--- src/rtl/tx_frame_scheduler.sv ---
// Frame scheduler for the RS-485 telemetry transmitter: fetches WORDS words per period from the
// service/telemetry sources, strobes them into the transmitter, then re-arms it with one extra write.
module tx_frame_scheduler #(
  parameter int          WORDS        = 97,
  parameter int          SVC_SLOTS    = 4,
  parameter int          FRAME_PERIOD = 50000,
  parameter int          RD_TIMEOUT   = 16,
  parameter int          TX_TIMEOUT   = 40000,
  parameter logic [17:0] FILL_WORD    = 18'h0
) (
  input  logic        clk5MHz,
  input  logic        rst_n,
  output logic        svc_rd,
  output logic [6:0]  svc_addr,
  input  logic        svc_vld,
  input  logic [17:0] svc_data,
  output logic        tlm_rd,
  output logic [6:0]  tlm_addr,
  input  logic        tlm_vld,
  input  logic [17:0] tlm_data,
  output logic        wrEn,
  output logic [17:0] data_in,
  input  logic        accept,
  input  logic        clr,
  output logic        busy,
  output logic [15:0] frame_cnt,
  output logic        underrun,
  output logic        overrun,
  output logic        tx_err
);

  localparam int PW = (FRAME_PERIOD > 1) ? $clog2(FRAME_PERIOD) : 1;
  localparam int CW = $clog2((TX_TIMEOUT > RD_TIMEOUT) ? TX_TIMEOUT : RD_TIMEOUT) + 1;

  typedef enum logic [2:0] {
    S_IDLE, S_FETCH, S_WAIT, S_STB_H, S_STB_L, S_WAIT_ACC, S_WAIT_DONE, S_ARM
  } state_t;

  state_t         state_q, state_d;
  logic [6:0]     slot_q, slot_d;
  logic [CW-1:0]  cnt_q, cnt_d;
  logic [PW-1:0]  timer_q, timer_d;
  logic           pending_q, pending_d;
  logic           busy_q, busy_d;
  logic [17:0]    data_q, data_d;
  logic [15:0]    frame_cnt_q, frame_cnt_d;
  logic           underrun_q, underrun_d;
  logic           overrun_q, overrun_d;
  logic           tx_err_q, tx_err_d;
  logic           tx_fail_q, tx_fail_d;

  logic wrap, use_svc, tx_exp, set_under, set_tx, pend_take;

  always_comb begin
    state_d     = state_q;
    slot_d      = slot_q;
    cnt_d       = cnt_q;
    busy_d      = busy_q;
    data_d      = data_q;
    frame_cnt_d = frame_cnt_q;
    tx_fail_d   = tx_fail_q;
    set_under   = 1'b0;
    set_tx      = 1'b0;
    pend_take   = 1'b0;

    wrap    = (timer_q == PW'(FRAME_PERIOD - 1));
    timer_d = wrap ? '0 : timer_q + PW'(1);
    use_svc = (slot_q < 7'(SVC_SLOTS));
    tx_exp  = (cnt_q == CW'(TX_TIMEOUT - 1));

    case (state_q)
      S_IDLE: begin
        if (pending_q) begin
          pend_take = 1'b1;
          slot_d    = '0;
          busy_d    = 1'b1;
          tx_fail_d = 1'b0;
          state_d   = S_FETCH;
        end
      end
      S_FETCH: begin
        cnt_d   = '0;
        state_d = S_WAIT;
      end
      S_WAIT: begin
        // only the source that was asked may answer; the other one's vld is ignored
        if (use_svc ? svc_vld : tlm_vld) begin
          data_d  = use_svc ? svc_data : tlm_data;
          cnt_d   = '0;
          state_d = S_STB_H;
        end else if (cnt_q == CW'(RD_TIMEOUT - 1)) begin
          data_d    = FILL_WORD;
          set_under = 1'b1;
          cnt_d     = '0;
          state_d   = S_STB_H;
        end else begin
          cnt_d = cnt_q + CW'(1);
        end
      end
      S_STB_H: begin
        if (cnt_q == CW'(1)) begin
          cnt_d   = '0;
          state_d = S_STB_L;
        end else begin
          cnt_d = cnt_q + CW'(1);
        end
      end
      S_STB_L: begin
        if (cnt_q == CW'(1)) begin
          cnt_d = '0;
          if (slot_q == 7'(WORDS - 1)) begin
            state_d = S_WAIT_ACC;
          end else begin
            slot_d  = slot_q + 7'd1;
            state_d = S_FETCH;
          end
        end else begin
          cnt_d = cnt_q + CW'(1);
        end
      end
      S_WAIT_ACC, S_WAIT_DONE: begin
        // one timeout window covers both the rise and the fall of accept
        if (tx_exp) begin
          set_tx    = 1'b1;
          tx_fail_d = 1'b1;
          data_d    = FILL_WORD;
          cnt_d     = '0;
          state_d   = S_ARM;
        end else if (state_q == S_WAIT_ACC && accept) begin
          cnt_d   = cnt_q + CW'(1);
          state_d = S_WAIT_DONE;
        end else if (state_q == S_WAIT_DONE && !accept) begin
          data_d  = FILL_WORD;
          cnt_d   = '0;
          state_d = S_ARM;
        end else begin
          cnt_d = cnt_q + CW'(1);
        end
      end
      S_ARM: begin
        if (cnt_q == CW'(3)) begin
          cnt_d   = '0;
          busy_d  = 1'b0;
          state_d = S_IDLE;
          if (!tx_fail_q) frame_cnt_d = frame_cnt_q + 16'd1;
        end else begin
          cnt_d = cnt_q + CW'(1);
        end
      end
      default: state_d = S_IDLE;
    endcase

    pending_d  = wrap ? 1'b1 : (pend_take ? 1'b0 : pending_q);
    overrun_d  = (wrap && busy_q) ? 1'b1 : (clr ? 1'b0 : overrun_q);
    underrun_d = set_under ? 1'b1 : (clr ? 1'b0 : underrun_q);
    tx_err_d   = set_tx ? 1'b1 : (clr ? 1'b0 : tx_err_q);
  end

  always_ff @(posedge clk5MHz or negedge rst_n) begin
    if (!rst_n) begin
      state_q     <= S_IDLE;
      slot_q      <= '0;
      cnt_q       <= '0;
      timer_q     <= '0;
      pending_q   <= 1'b0;
      busy_q      <= 1'b0;
      data_q      <= '0;
      frame_cnt_q <= '0;
      underrun_q  <= 1'b0;
      overrun_q   <= 1'b0;
      tx_err_q    <= 1'b0;
      tx_fail_q   <= 1'b0;
    end else begin
      state_q     <= state_d;
      slot_q      <= slot_d;
      cnt_q       <= cnt_d;
      timer_q     <= timer_d;
      pending_q   <= pending_d;
      busy_q      <= busy_d;
      data_q      <= data_d;
      frame_cnt_q <= frame_cnt_d;
      underrun_q  <= underrun_d;
      overrun_q   <= overrun_d;
      tx_err_q    <= tx_err_d;
      tx_fail_q   <= tx_fail_d;
    end
  end

  // addresses are gated so they read 0 whenever no request is out
  assign svc_rd    = (state_q == S_FETCH) && use_svc;
  assign tlm_rd    = (state_q == S_FETCH) && !use_svc;
  assign svc_addr  = svc_rd ? slot_q : 7'd0;
  assign tlm_addr  = tlm_rd ? (slot_q - 7'(SVC_SLOTS)) : 7'd0;
  assign wrEn      = (state_q == S_STB_H) || ((state_q == S_ARM) && (cnt_q < CW'(2)));
  assign data_in   = data_q;
  assign busy      = busy_q;
  assign frame_cnt = frame_cnt_q;
  assign underrun  = underrun_q;
  assign overrun   = overrun_q;
  assign tx_err    = tx_err_q;

endmodule
--- config.mk ---
export PLATFORM = sky130hd
export DESIGN_NAME = tx_frame_scheduler
export DESIGN_NICKNAME = d
export VERILOG_FILES = /design/src/rtl/tx_frame_scheduler.sv
export SDC_FILE = /design/constraint.sdc
export NUM_CORES = 1
export LEC_CHECK = 0
export BUFFER_PORTS_ARGS = -buffer_cell sky130_fd_sc_hd__buf_2
export CORE_MARGIN = 2
export CORE_UTILIZATION = 55
export CTS_CLUSTER_SIZE = 16
export DETAILED_ROUTE_END_ITERATION = 6
export PLACE_DENSITY = 0.79
export SKIP_LAST_GASP = 1
export SLEW_MARGIN = 20
export SYNTH_ARGS = -nofsm -noshare
export SYNTH_HDL_FRONTEND = slang
export SYNTH_SLANG_ARGS = --single-unit
--- constraint.sdc ---
create_clock -name clk5MHz -period 7.1 [get_ports clk5MHz]
set_clock_uncertainty 0.05 [all_clocks]
set_input_delay 0 -clock clk5MHz [delete_from_list [all_inputs] [get_ports clk5MHz]]
set_output_delay 0 -clock clk5MHz [all_outputs]
set_load 0.01 [all_outputs]
==> impl_metrics.env, run 1 <==
export IMPL_run_status="complete, no violations"
export IMPL_leakagePower_nw=2.68
export IMPL_cts_hold_repair_buffers=14
export IMPL_via_count=4214
export IMPL_irDropWorstVdd_mv=0.113
export IMPL_p_sw_share_pct=38.2
export IMPL_floorplan_core_area_um2=8260
export IMPL_final_antenna_net_count=0
export IMPL_die_height_um=96.6
export IMPL_antenna_cells=0
export IMPL_grtUsageTotal_pct=24.1
export IMPL_die_x_um=96.6
export IMPL_crit_fanout=18
export IMPL_wirelength_um=11200
export IMPL_synth_enable_flop_cells=0
export IMPL_wire_length_of_the_first_global_routing_pass_um=18900
export IMPL_grt_pass1_vias=4086
export IMPL_cts_tree="built"
export IMPL_relSlewSlack_pct=25.9
export IMPL_post_synth_most_frequent_cells="dfrtp_1, nand2_1, nor2_1, a21oi_1, inv_1"
export IMPL_async_reset_ff_share_pct=100
export IMPL_hpwl_um=7990
export IMPL_synth_cell_type_count=57
export IMPL_cts_resized=0
export IMPL_setup_tns_ps=0
export IMPL_rsz0062_at_grt="no"
export IMPL_actual_transition_at_the_worst_max_transition_pin_ps=1110
export IMPL_power_frac_clock_pct=23.6
export IMPL_max_freq_mhz=337
export IMPL_pin_count=97
export IMPL_final_worst_path_period_need_ps=2970
export IMPL_routed_via_density=5.89
export IMPL_synth_top_flop_cell="dfrtp_1"
export IMPL_cts_root_buffer="clkbuf_8"
export IMPL_maxCapViolations=0
export IMPL_power_net_switching_mw=0.576
export IMPL_r2r_setup_slack_ps=4130
export IMPL_power_share_combinational_pct=35.2
export IMPL_p_int_mw=0.932
export IMPL_std_cell_rows=33
export IMPL_cts_sinks=83
export IMPL_ctsHtreeMaxLevel=3
export IMPL_final_core_utilization_pct=67.4
export IMPL_worst_endpoint_arrival_ps=3160
export IMPL_final_max_slew_viol_count=0
export IMPL_synth_warning_count=0
export IMPL_post_cts_setup_buffers=0
export IMPL_final_setup_vio_count=0
export IMPL_proportion_of_layout_cells_with_a_drive_suffix_above_1_pct=23.3
export IMPL_dp_slack_ps=4170
export IMPL_end_kind="flip-flop"
export IMPL_syn_inst=507
export IMPL_port_buffer_count=91
export IMPL_worstSetupPathType="flip-flop to flip-flop"
export IMPL_power_frac_seq_pct=41.3
export IMPL_syn_mean_instance_area_um2=9.31
export IMPL_synth_seq_cells=83
export IMPL_yosys_top_cells_area="dfrtp_1, nand2_1, mux2_2, xnor2_1, xor2_1"
export IMPL_clock_insertion_delay_worst_skew_ps=360
export IMPL_cp_required_ps=7290
export IMPL_synthMostInstantiatedCell="dfrtp_1"
export IMPL_area_growth_pct=17.9
export IMPL_antenna_found_initial=0
export IMPL_maximum_number_of_pins_on_one_net_before_global_route_repair=84
export IMPL_overflow=0
export IMPL_nets=656
export IMPL_cts_buffers=9
export IMPL_post_route_drc_count=0
export IMPL_synth_sequential_area_ratio_pct=44.0
export IMPL_min_delay_path_class="input port to flip-flop"
export IMPL_postLayoutSetupSlackWorst_ps=4130
export IMPL_post_synth_top_area_cell="dfrtp_1"
export IMPL_syn_area_um2=4720
export IMPL_post_route_period_util_pct=41.8
export IMPL_yosys_area_top_type_share_pct=44.0
export IMPL_route_detailed_wl_per_inst_um=15.6
export IMPL_hold_viol=0
export IMPL_detailed_route_iter0_violations=308
export IMPL_detail_route_first_pass_iterations=5
export IMPL_floorplan_initialDensity_pct=57.2
export IMPL_die_area_um2=9340
export IMPL_clock_tree_buf_depth=2
export IMPL_clock_pin_slew_on_the_worst_setup_and_hold_paths_ps=80
export IMPL_gp_congestion=0.899
export IMPL_critPathLaunchType="flip-flop"
export IMPL_power_density_relative_to_cell_area_nw_per_um2=271
[cells by family after synthesis]
kind of cell	share of synthesized area [%]
flip-flops	44.0
XOR/XNOR	6.31
other	0.0794
adder cells (fa/ha/maj)	2.39
AND/OR/NAND/NOR	23.2
AO/OA/AOI/OAI	14.3
buffers and inverters	4.35
multiplexers	5.41
[layer usage]
metal  global-route usage, %  vias up  part of all wire, %
met5                       0        -                    0
met4                    10.3        0                  2.6
met3                    3.83       25                  4.8
met2                    39.5      161                   49
met1                    31.8     2022                   44
li1                        -     2006                    -
[power by group through the flow]
| stage | sequential, mW | combinational [mW] | clock, mW |
|---|---|---|---|
| after floorplan | 0.613 | 0.362 | 0 |
| after global placement | 0.625 | 0.507 | 0 |
| after detailed placement | 0.630 | 0.519 | 0 |
| after CTS | 0.619 | 0.528 | 0.363 |
| after global routing | 0.633 | 0.580 | 0.384 |
| final | 0.622 | 0.530 | 0.355 |
[worst max-delay path, cell delays in order, from the launching register on]
cell,delay (ps)
dfrtp_1,410
ha_1,250
nand3_1,260
nor2_1,320
nand4_1,300
a211oi_4,840
mux2_2,420
[cell type report]
class	count	area [µm²]
inverters	22	82.6
clock inverters	6	70.1
repair buffers	106	609
fillers	650	2690
multi-input cells	383	2460
clock buffers	10	138
well taps	105	131
flip-flops and latches	83	2080
[cells in the final DEF, fill, tap and decap left out, types with 9 or more instances in the layout]
| cell | count |
|---|---|
| nor3_1 | 15 |
| nor2_1 | 36 |
| buf_2 | 90 |
| ha_1 | 9 |
| nand4_1 | 16 |
| nand2_1 | 75 |
| xnor2_1 | 18 |
| clkbuf_8 | 10 |
| dlygate4sd3_1 | 14 |
| o21ai_0 | 17 |
| inv_1 | 22 |
| or4_1 | 10 |
| nand3_1 | 16 |
| a21oi_1 | 26 |
| mux2_2 | 19 |
| xor2_1 | 16 |
| dfrtp_1 | 83 |
[registers in the layout, summed over array words and instances, names as in the netlist]
signal	cells
busy	1
cnt_q	17
data_in	18
frame_cnt	16
overrun	1
pending_q	1
slot_q	7
state_q	3
timer_q	16
tx_err	1
tx_fail_q	1
underrun	1
[path summary, 6_finish.rpt]
kind,start,endpoint,depth (start not counted)
max,cnt_q[0],data_in[11],6
min,svc_data[16],data_in[16],4
max reg2reg,cnt_q[0],data_in[11],6
min reg2reg,frame_cnt[15],frame_cnt[15],1
max in group asynchronous,rst_n,slot_q[6],2
min in group asynchronous,rst_n,frame_cnt[0],2
[through the flow]
step / std cells / power [mW] / cell area [µm²] / hold slack (ps)
floorplan: 511 / 0.975 / 4740 / -346
global placement: 685 / 1.13 / 5210 / 197
detailed placement: 685 / 1.15 / 5210 / 203
CTS: 715 / 1.51 / 5560 / 0.626
global route: 715 / 1.60 / 5570 / 3.80
finish: 715 / 1.51 / 5570 / 2.59
Note: power is estimated with default switching activity, not from simulation.
==> run 2, diff against run 1 <==
--- a/config.mk
+++ b/config.mk
@@ -5,12 +5,13 @@
 export SDC_FILE = /design/constraint.sdc
 export NUM_CORES = 1
 export LEC_CHECK = 0
+export ABC_AREA = 1
 export BUFFER_PORTS_ARGS = -buffer_cell sky130_fd_sc_hd__buf_2
 export CORE_MARGIN = 2
-export CORE_UTILIZATION = 55
+export CORE_UTILIZATION = 51
 export CTS_CLUSTER_SIZE = 16
 export DETAILED_ROUTE_END_ITERATION = 6
-export PLACE_DENSITY = 0.79
+export PLACE_DENSITY = 0.76
 export SKIP_LAST_GASP = 1
 export SLEW_MARGIN = 20
 export SYNTH_ARGS = -nofsm -noshare
==> constraint.sdc (replaced) <==
create_clock -name clk5MHz -period 2.61 [get_ports clk5MHz]
set_clock_uncertainty 0.05 [all_clocks]
set_input_delay 0 -clock clk5MHz [delete_from_list [all_inputs] [get_ports clk5MHz]]
set_output_delay 0 -clock clk5MHz [all_outputs]
set_load 0.01 [all_outputs]
==> run 2 against run 1 <==
Cell area rose by 9.8%. Global-route usage fell by 2.1 points. Clock power rose to 2.9 times the previous value. Fmax rose by 43%. First-iteration DRC count rose by 13%.
==> impl_metrics.env, run 2 <==
export IMPL_run_status="complete, no violations"
export IMPL_wire_length_of_the_first_global_routing_pass_um=20100
export IMPL_finalNonFillerCells=909
export IMPL_power_frac_seq_pct=52.7
export IMPL_overflow=0
export IMPL_area_growth_pct=18.0
export IMPL_std_cell_rows=36
export IMPL_syn_inst=661
export IMPL_setup_tns_ps=0
export IMPL_synth_warning_count=0
export IMPL_synth_sequential_area_ratio_pct=40.1
export IMPL_rsz0062_at_grt="no"
export IMPL_die_height_um=105
export IMPL_cts_tree="built"
export IMPL_detail_route_first_pass_iterations=5
export IMPL_wirelength_um=11700
export IMPL_cts_root_buffer="clkbuf_8"
export IMPL_nets=822
export IMPL_irDropWorstVdd_mv=0.222
export IMPL_grt_pass1_vias=4379
export IMPL_post_route_period_util_pct=79.8
export IMPL_pin_count=97
export IMPL_leakagePower_nw=3.14
export IMPL_power_share_combinational_pct=6.0
export IMPL_antenna_cells=0
export IMPL_post_synth_top_area_cell="dfrtp_1"
export IMPL_maxCapViolations=0
export IMPL_clock_pin_slew_on_the_worst_setup_and_hold_paths_ps=90
export IMPL_maximum_number_of_pins_on_one_net_before_global_route_repair=84
export IMPL_final_max_slew_viol_count=0
export IMPL_clock_insertion_delay_worst_skew_ps=360
export IMPL_synthMostInstantiatedCell="nand2_1"
export IMPL_power_frac_clock_pct=41.3
export IMPL_p_sw_share_pct=22.0
export IMPL_min_delay_path_class="input port to flip-flop"
export IMPL_power_density_relative_to_cell_area_nw_per_um2=406
export IMPL_via_count=4726
export IMPL_cts_buffers=9
export IMPL_route_detailed_wl_per_inst_um=12.9
export IMPL_cp_required_ps=2790
export IMPL_clock_tree_buf_depth=2
export IMPL_die_x_um=105
export IMPL_die_area_um2=11000
export IMPL_post_synth_most_frequent_cells="nand2_1, dfrtp_1, inv_1, nor2_1, nand3_1"
export IMPL_synth_enable_flop_cells=0
export IMPL_relSlewSlack_pct=50.4
export IMPL_synth_top_flop_cell="dfrtp_1"
export IMPL_power_net_switching_mw=0.546
export IMPL_layout_common_cells="nand2_1, buf_2, dfrtp_1"
export IMPL_synth_seq_cells=83
export IMPL_cts_hold_repair_buffers=20
export IMPL_antenna_found_initial=0
export IMPL_max_reg_flops=18
export IMPL_p_int_mw=1.93
export IMPL_yosys_top_cells_area="dfrtp_1, nand2_1, inv_1, nor2_1, xor2_1"
export IMPL_final_antenna_net_count=0
export IMPL_yosys_area_top_type_share_pct=40.1
export IMPL_proportion_of_layout_cells_with_a_drive_suffix_above_1_pct=22.8
export IMPL_worstSetupPathType="flip-flop to flip-flop"
export IMPL_routed_via_density=5.20
export IMPL_post_place_cells=873
export IMPL_ctsHtreeMaxLevel=3
export IMPL_floorplan_core_area_um2=9820
export IMPL_port_buffer_count=91
export IMPL_crit_fanout=36
export IMPL_cts_resized=0
export IMPL_post_cts_setup_buffers=0
export IMPL_mostFrequentLayoutCell="nand2_1"
export IMPL_syn_area_um2=5180
export IMPL_critPathLaunchType="flip-flop"
export IMPL_syn_mean_instance_area_um2=7.83
export IMPL_detailed_route_iter0_violations=348
export IMPL_hold_viol=0
export IMPL_async_reset_ff_share_pct=100
export IMPL_end_kind="flip-flop"
export IMPL_max_freq_mhz=480
export IMPL_floorplan_initialDensity_pct=52.7
export IMPL_final_worst_path_period_need_ps=2080
export IMPL_final_setup_vio_count=0
export IMPL_post_route_drc_count=0
export IMPL_worst_endpoint_arrival_ps=2260
export IMPL_grtUsageTotal_pct=22.0
export IMPL_cts_sinks=83
export IMPL_actual_transition_at_the_worst_max_transition_pin_ps=743
export IMPL_hpwl_um=8450
export IMPL_synth_cell_type_count=43
export IMPL_gp_congestion=0.916
[run 2: logic make-up after synthesis]
| group | synth area share (%) |
|---|---|
| other | 0.0724 |
| adder cells (fa/ha/maj) | 2.17 |
| buffers and inverters | 8.65 |
| XOR/XNOR | 6.26 |
| AO/OA/AOI/OAI | 9.66 |
| flip-flops | 40.1 |
| AND/OR/NAND/NOR | 33.1 |
[run 2: area by class of cell]
class | instances | area, µm²
Inverter | 79 | 303
Clock inverter | 4 | 73.8
Tap cell | 133 | 166
Multi-Input combinational cell | 485 | 2670
Clock buffer | 12 | 145
Fill cell | 865 | 3710
Timing Repair Buffer | 113 | 677
Sequential cell | 83 | 2080
[run 2: critical path, stage by stage (launching register included)]
cell and delay, ps:
dfrtp_1 420, ha_1 270, nand2_1 70, inv_1 80
nand2_1 80, nor2_4 140, nand3_2 130, nand2_1 90
nand2_1 60, nand2_2 70, nand2_4 240, nand2_1 180
o21ai_2 70
[run 2: power by group through the flow]
stage | combinational, mW | sequential, mW | clock, mW
after floorplan | 0.0486 | 1.34 | 0
after global placement | 0.123 | 1.33 | 0
after detailed placement | 0.126 | 1.33 | 0
after CTS | 0.150 | 1.31 | 1.05
after global routing | 0.166 | 1.31 | 1.11
final | 0.150 | 1.31 | 1.02
[run 2: worst paths after layout]
| check | to | startpoint | slack [ps] | cells past startpoint |
|---|---|---|---|---|
| worst max-delay path | data_in[16] | cnt_q[0] | 530 | 12 |
| worst min-delay path | data_in[9] | tlm_data[9] | 20 | 4 |
| worst max register to register | data_in[16] | cnt_q[0] | 530 | 12 |
| worst min register to register | timer_q[0] | timer_q[0] | 410 | 1 |
| max in group asynchronous | data_in[10] | rst_n | 1790 | 2 |
| min in group asynchronous | timer_q[5] | rst_n | 190 | 2 |
[run 2: metrics by stage]
| step | cell area [µm²] | total power, mW | utilization [%] | setup slack [ps] | hold WS [ps] |
|---|---|---|---|---|---|
| finish | 6110 | 2.48 | 62.2 | 528 | 18.0 |
| global route | 6110 | 2.59 | 62.2 | 279 | 30.1 |
| CTS | 6110 | 2.51 | 62.2 | 527 | 10.1 |
| detailed placement | 5690 | 1.46 | 57.9 | 550 | 193 |
| global placement | 5690 | 1.45 | 57.9 | 638 | 195 |
| floorplan | 5190 | 1.39 | - | 870 | -346 |
[run 2: per-layer routing]
metal  up-vias  global-route usage [%]  part of all wire [%]  wire, µm
met3        43                    3.31                   4.3       502
li1       2339                       -                     -         -
met5         -                       0                     0         0
met2       125                    36.5                    48      5580
met4         0                    9.81                   3.8       448
met1      2219                    28.5                    44      5170
==> run 3, diff against run 2 <==
--- a/config.mk
+++ b/config.mk
@@ -5,10 +5,10 @@
 export SDC_FILE = /design/constraint.sdc
 export NUM_CORES = 1
 export LEC_CHECK = 0
-export ABC_AREA = 1
+export ABC_AREA = 0
 export BUFFER_PORTS_ARGS = -buffer_cell sky130_fd_sc_hd__buf_2
 export CORE_MARGIN = 2
-export CORE_UTILIZATION = 51
+export CORE_UTILIZATION = 50
 export CTS_CLUSTER_SIZE = 16
 export DETAILED_ROUTE_END_ITERATION = 6
 export PLACE_DENSITY = 0.76
==> constraint.sdc (replaced) <==
create_clock -name clk5MHz -period 1.91 [get_ports clk5MHz]
set_clock_uncertainty 0.05 [all_clocks]
set_input_delay 0 -clock clk5MHz [delete_from_list [all_inputs] [get_ports clk5MHz]]
set_output_delay 0 -clock clk5MHz [all_outputs]
set_load 0.01 [all_outputs]
==> run 3 against run 2 <==
The flow now finishes with violations (setup timing). Worst setup slack worse by 1000 ps. Sequential cell count stayed put. Sequential share of layout area is 4.6 points lower. Worst hold slack better by 12 ps. Fmax decreased by 13%. Register-to-register slack got worse by 1000 ps. Critical endpoint is now data_in[13]. Largest cell class unchanged. Largest power group is now combinational cells.
==> impl_metrics.env, run 3 (synthesis results as in run 1) <==
export IMPL_final_core_utilization_pct=76.9
export IMPL_endpoint_of_the_most_critical_register_to_register_path="data_in[13]"
export IMPL_die_area_um2=10200
export IMPL_multi_input_area_um2=2960
export IMPL_nets=770
export IMPL_routed_via_density=6.34
export IMPL_clock_tree_buf_depth=2
export IMPL_die_x_um=101
export IMPL_rsz0062_at_grt="yes"
export IMPL_power_net_switching_mw=2.85
export IMPL_final_antenna_net_count=0
export IMPL_power_frac_clock_pct=19.2
export IMPL_r2r_start="cnt_q[14]"
export IMPL_relSlewSlack_pct=47.4
export IMPL_r2r_setup_slack_ps=-490
export IMPL_overflow=0
export IMPL_setup_tns_ps=-20870
export IMPL_min_delay_start="tlm_data[16]"
export IMPL_maximum_number_of_pins_on_one_net_before_global_route_repair=61
export IMPL_hpwl_um=8730
export IMPL_min_to="data_in[16]"
export IMPL_actual_transition_at_the_worst_max_transition_pin_ps=788
export IMPL_antenna_cells=0
export IMPL_power_share_combinational_pct=49.4
export IMPL_via_count=5291
export IMPL_floorplan_core_area_um2=9200
export IMPL_die_height_um=101
export IMPL_proportion_of_layout_cells_with_a_drive_suffix_above_1_pct=42.5
export IMPL_cts_root_buffer="clkbuf_8"
export IMPL_run_status="finished, violations left"
export IMPL_critPathLaunchType="flip-flop"
export IMPL_final_max_slew_viol_count=0
export IMPL_maxCapViolations=0
export IMPL_clock_insertion_delay_worst_skew_ps=370
export IMPL_design_area_um2=7080
export IMPL_area_sequential_um2=2080
export IMPL_leakagePower_nw=3.46
export IMPL_postLayoutSetupSlackWorst_ps=-489
export IMPL_cts_buffers=9
export IMPL_max_freq_mhz=417
export IMPL_gp_congestion=0.876
export IMPL_floorplan_initialDensity_pct=51.3
export IMPL_detailed_route_iter0_violations=502
export IMPL_post_route_period_util_pct=126
export IMPL_cp_required_ps=2120
export IMPL_p_int_mw=4.25
export IMPL_port_buffer_count=91
export IMPL_grt_pass1_vias=4650
export IMPL_clock_pin_slew_on_the_worst_setup_and_hold_paths_ps=100
export IMPL_worst_endpoint_arrival_ps=2610
export IMPL_post_route_drc_count=0
export IMPL_ctsHtreeMaxLevel=3
export IMPL_area_growth_pct=49.9
export IMPL_min_delay_path_class="input port to flip-flop"
export IMPL_detail_route_first_pass_iterations=5
export IMPL_final_worst_path_period_need_ps=2400
export IMPL_grt_util_met1_pct=33.0
export IMPL_grtUsageTotal_pct=27.1
export IMPL_detailed_place_area_um2=5930
export IMPL_cts_tree="built"
export IMPL_layout_common_cells="buf_2, buf_4, dfrtp_1"
export IMPL_crit_fanout=5
export IMPL_pin_count=97
export IMPL_p_sw_share_pct=40.2
export IMPL_mostFrequentLayoutCell="buf_2"
export IMPL_antenna_found_initial=0
export IMPL_end_kind="flip-flop"
export IMPL_hold_depth=4
export IMPL_route_detailed_wl_per_inst_um=21.9
export IMPL_power_frac_seq_pct=31.5
export IMPL_met2_usage_pct=48.1
export IMPL_design_power_total_mw=7.10
export IMPL_grtUsageMet3_pct=4.97
export IMPL_std_cell_rows=35
export IMPL_count_of_cells_along_the_worst_register_to_register_path=8
export IMPL_violations="setup timing"
export IMPL_hold_viol=0
export IMPL_irDropWorstVdd_mv=0.557
export IMPL_power_density_relative_to_cell_area_nw_per_um2=1000
export IMPL_final_setup_vio_count=71
export IMPL_worstSetupPathType="flip-flop to flip-flop"
export IMPL_wirelength_um=18300
export IMPL_grt_busiest_layer="met2"
export IMPL_wire_length_of_the_first_global_routing_pass_um=22000
export IMPL_cts_sinks=83
export IMPL_max_reg_flops=18
export IMPL_fillers=520
[run 3: worst max-delay path by stage]
stage	from	endpoint	depth (start not counted)
floorplan	cnt_q[9]	data_in[10]	7
global placement	cnt_q[9]	cnt_q[13]	5
detailed placement	cnt_q[9]	cnt_q[6]	6
CTS	cnt_q[9]	cnt_q[6]	6
global route	cnt_q[14]	data_in[12]	8
finish	cnt_q[14]	data_in[13]	8
[run 3: layout make-up]
type / instances / area share (%)
multi-input cells: 384 / 41.9
repair buffers: 219 / 22.6
flip-flops and latches: 83 / 29.4
clock buffers: 9 / 1.75
inverters: 22 / 1.24
well taps: 111 / 1.96
clock inverters: 7 / 1.13
[run 3: critical path: stages, from the launching register on]
cell       delay [ps]
dfrtp_1           400
buf_6             130
nor4_4            310
nand4_1           200
o211a_1           320
a211oi_4          230
buf_6             180
clkbuf_16         160
mux2_4            300
[run 3: routing by layer]
layer	up-vias	routed length (µm)	share of wire, %
met4	0	1170	6.4
met3	128	1460	8.0
li1	2240	-	-
met1	2522	6600	36
met2	401	9040	49
met5	-	0	0
[run 3: stage by stage]
| stage | hold slack (ps) | worst slack (ps) | cells |
|---|---|---|---|
| after floorplan | -346 | -477 | 511 |
| after global placement | 66.2 | -376 | 775 |
| after detailed placement | 71.6 | -406 | 775 |
| after CTS | 0.799 | -392 | 825 |
| after global routing | 44.2 | -561 | 835 |
| final | 29.9 | -489 | 835 |
[run 3: power by group through the flow]
| stage | logic, mW | registers [mW] | clock network, mW |
|---|---|---|---|
| floorplan | 1.39 | 2.29 | 0 |
| global placement | 2.55 | 2.19 | 0 |
| detailed placement | 2.59 | 2.21 | 0 |
| CTS | 2.89 | 2.17 | 1.36 |
| global route | 3.67 | 2.25 | 1.43 |
| finish | 3.50 | 2.24 | 1.36 |
[run 3: what timing repair did]
item / 4_1_cts / 5_1_grt
setup endpoints to repair: 70 / 71
resized for setup: 61 / 59
pin swaps: 44 / 16
buffers inserted: 12 / 6
hold endpoints to repair: 75 / 0
hold buffers: 23 / 0
gates cloned: 1 / 4
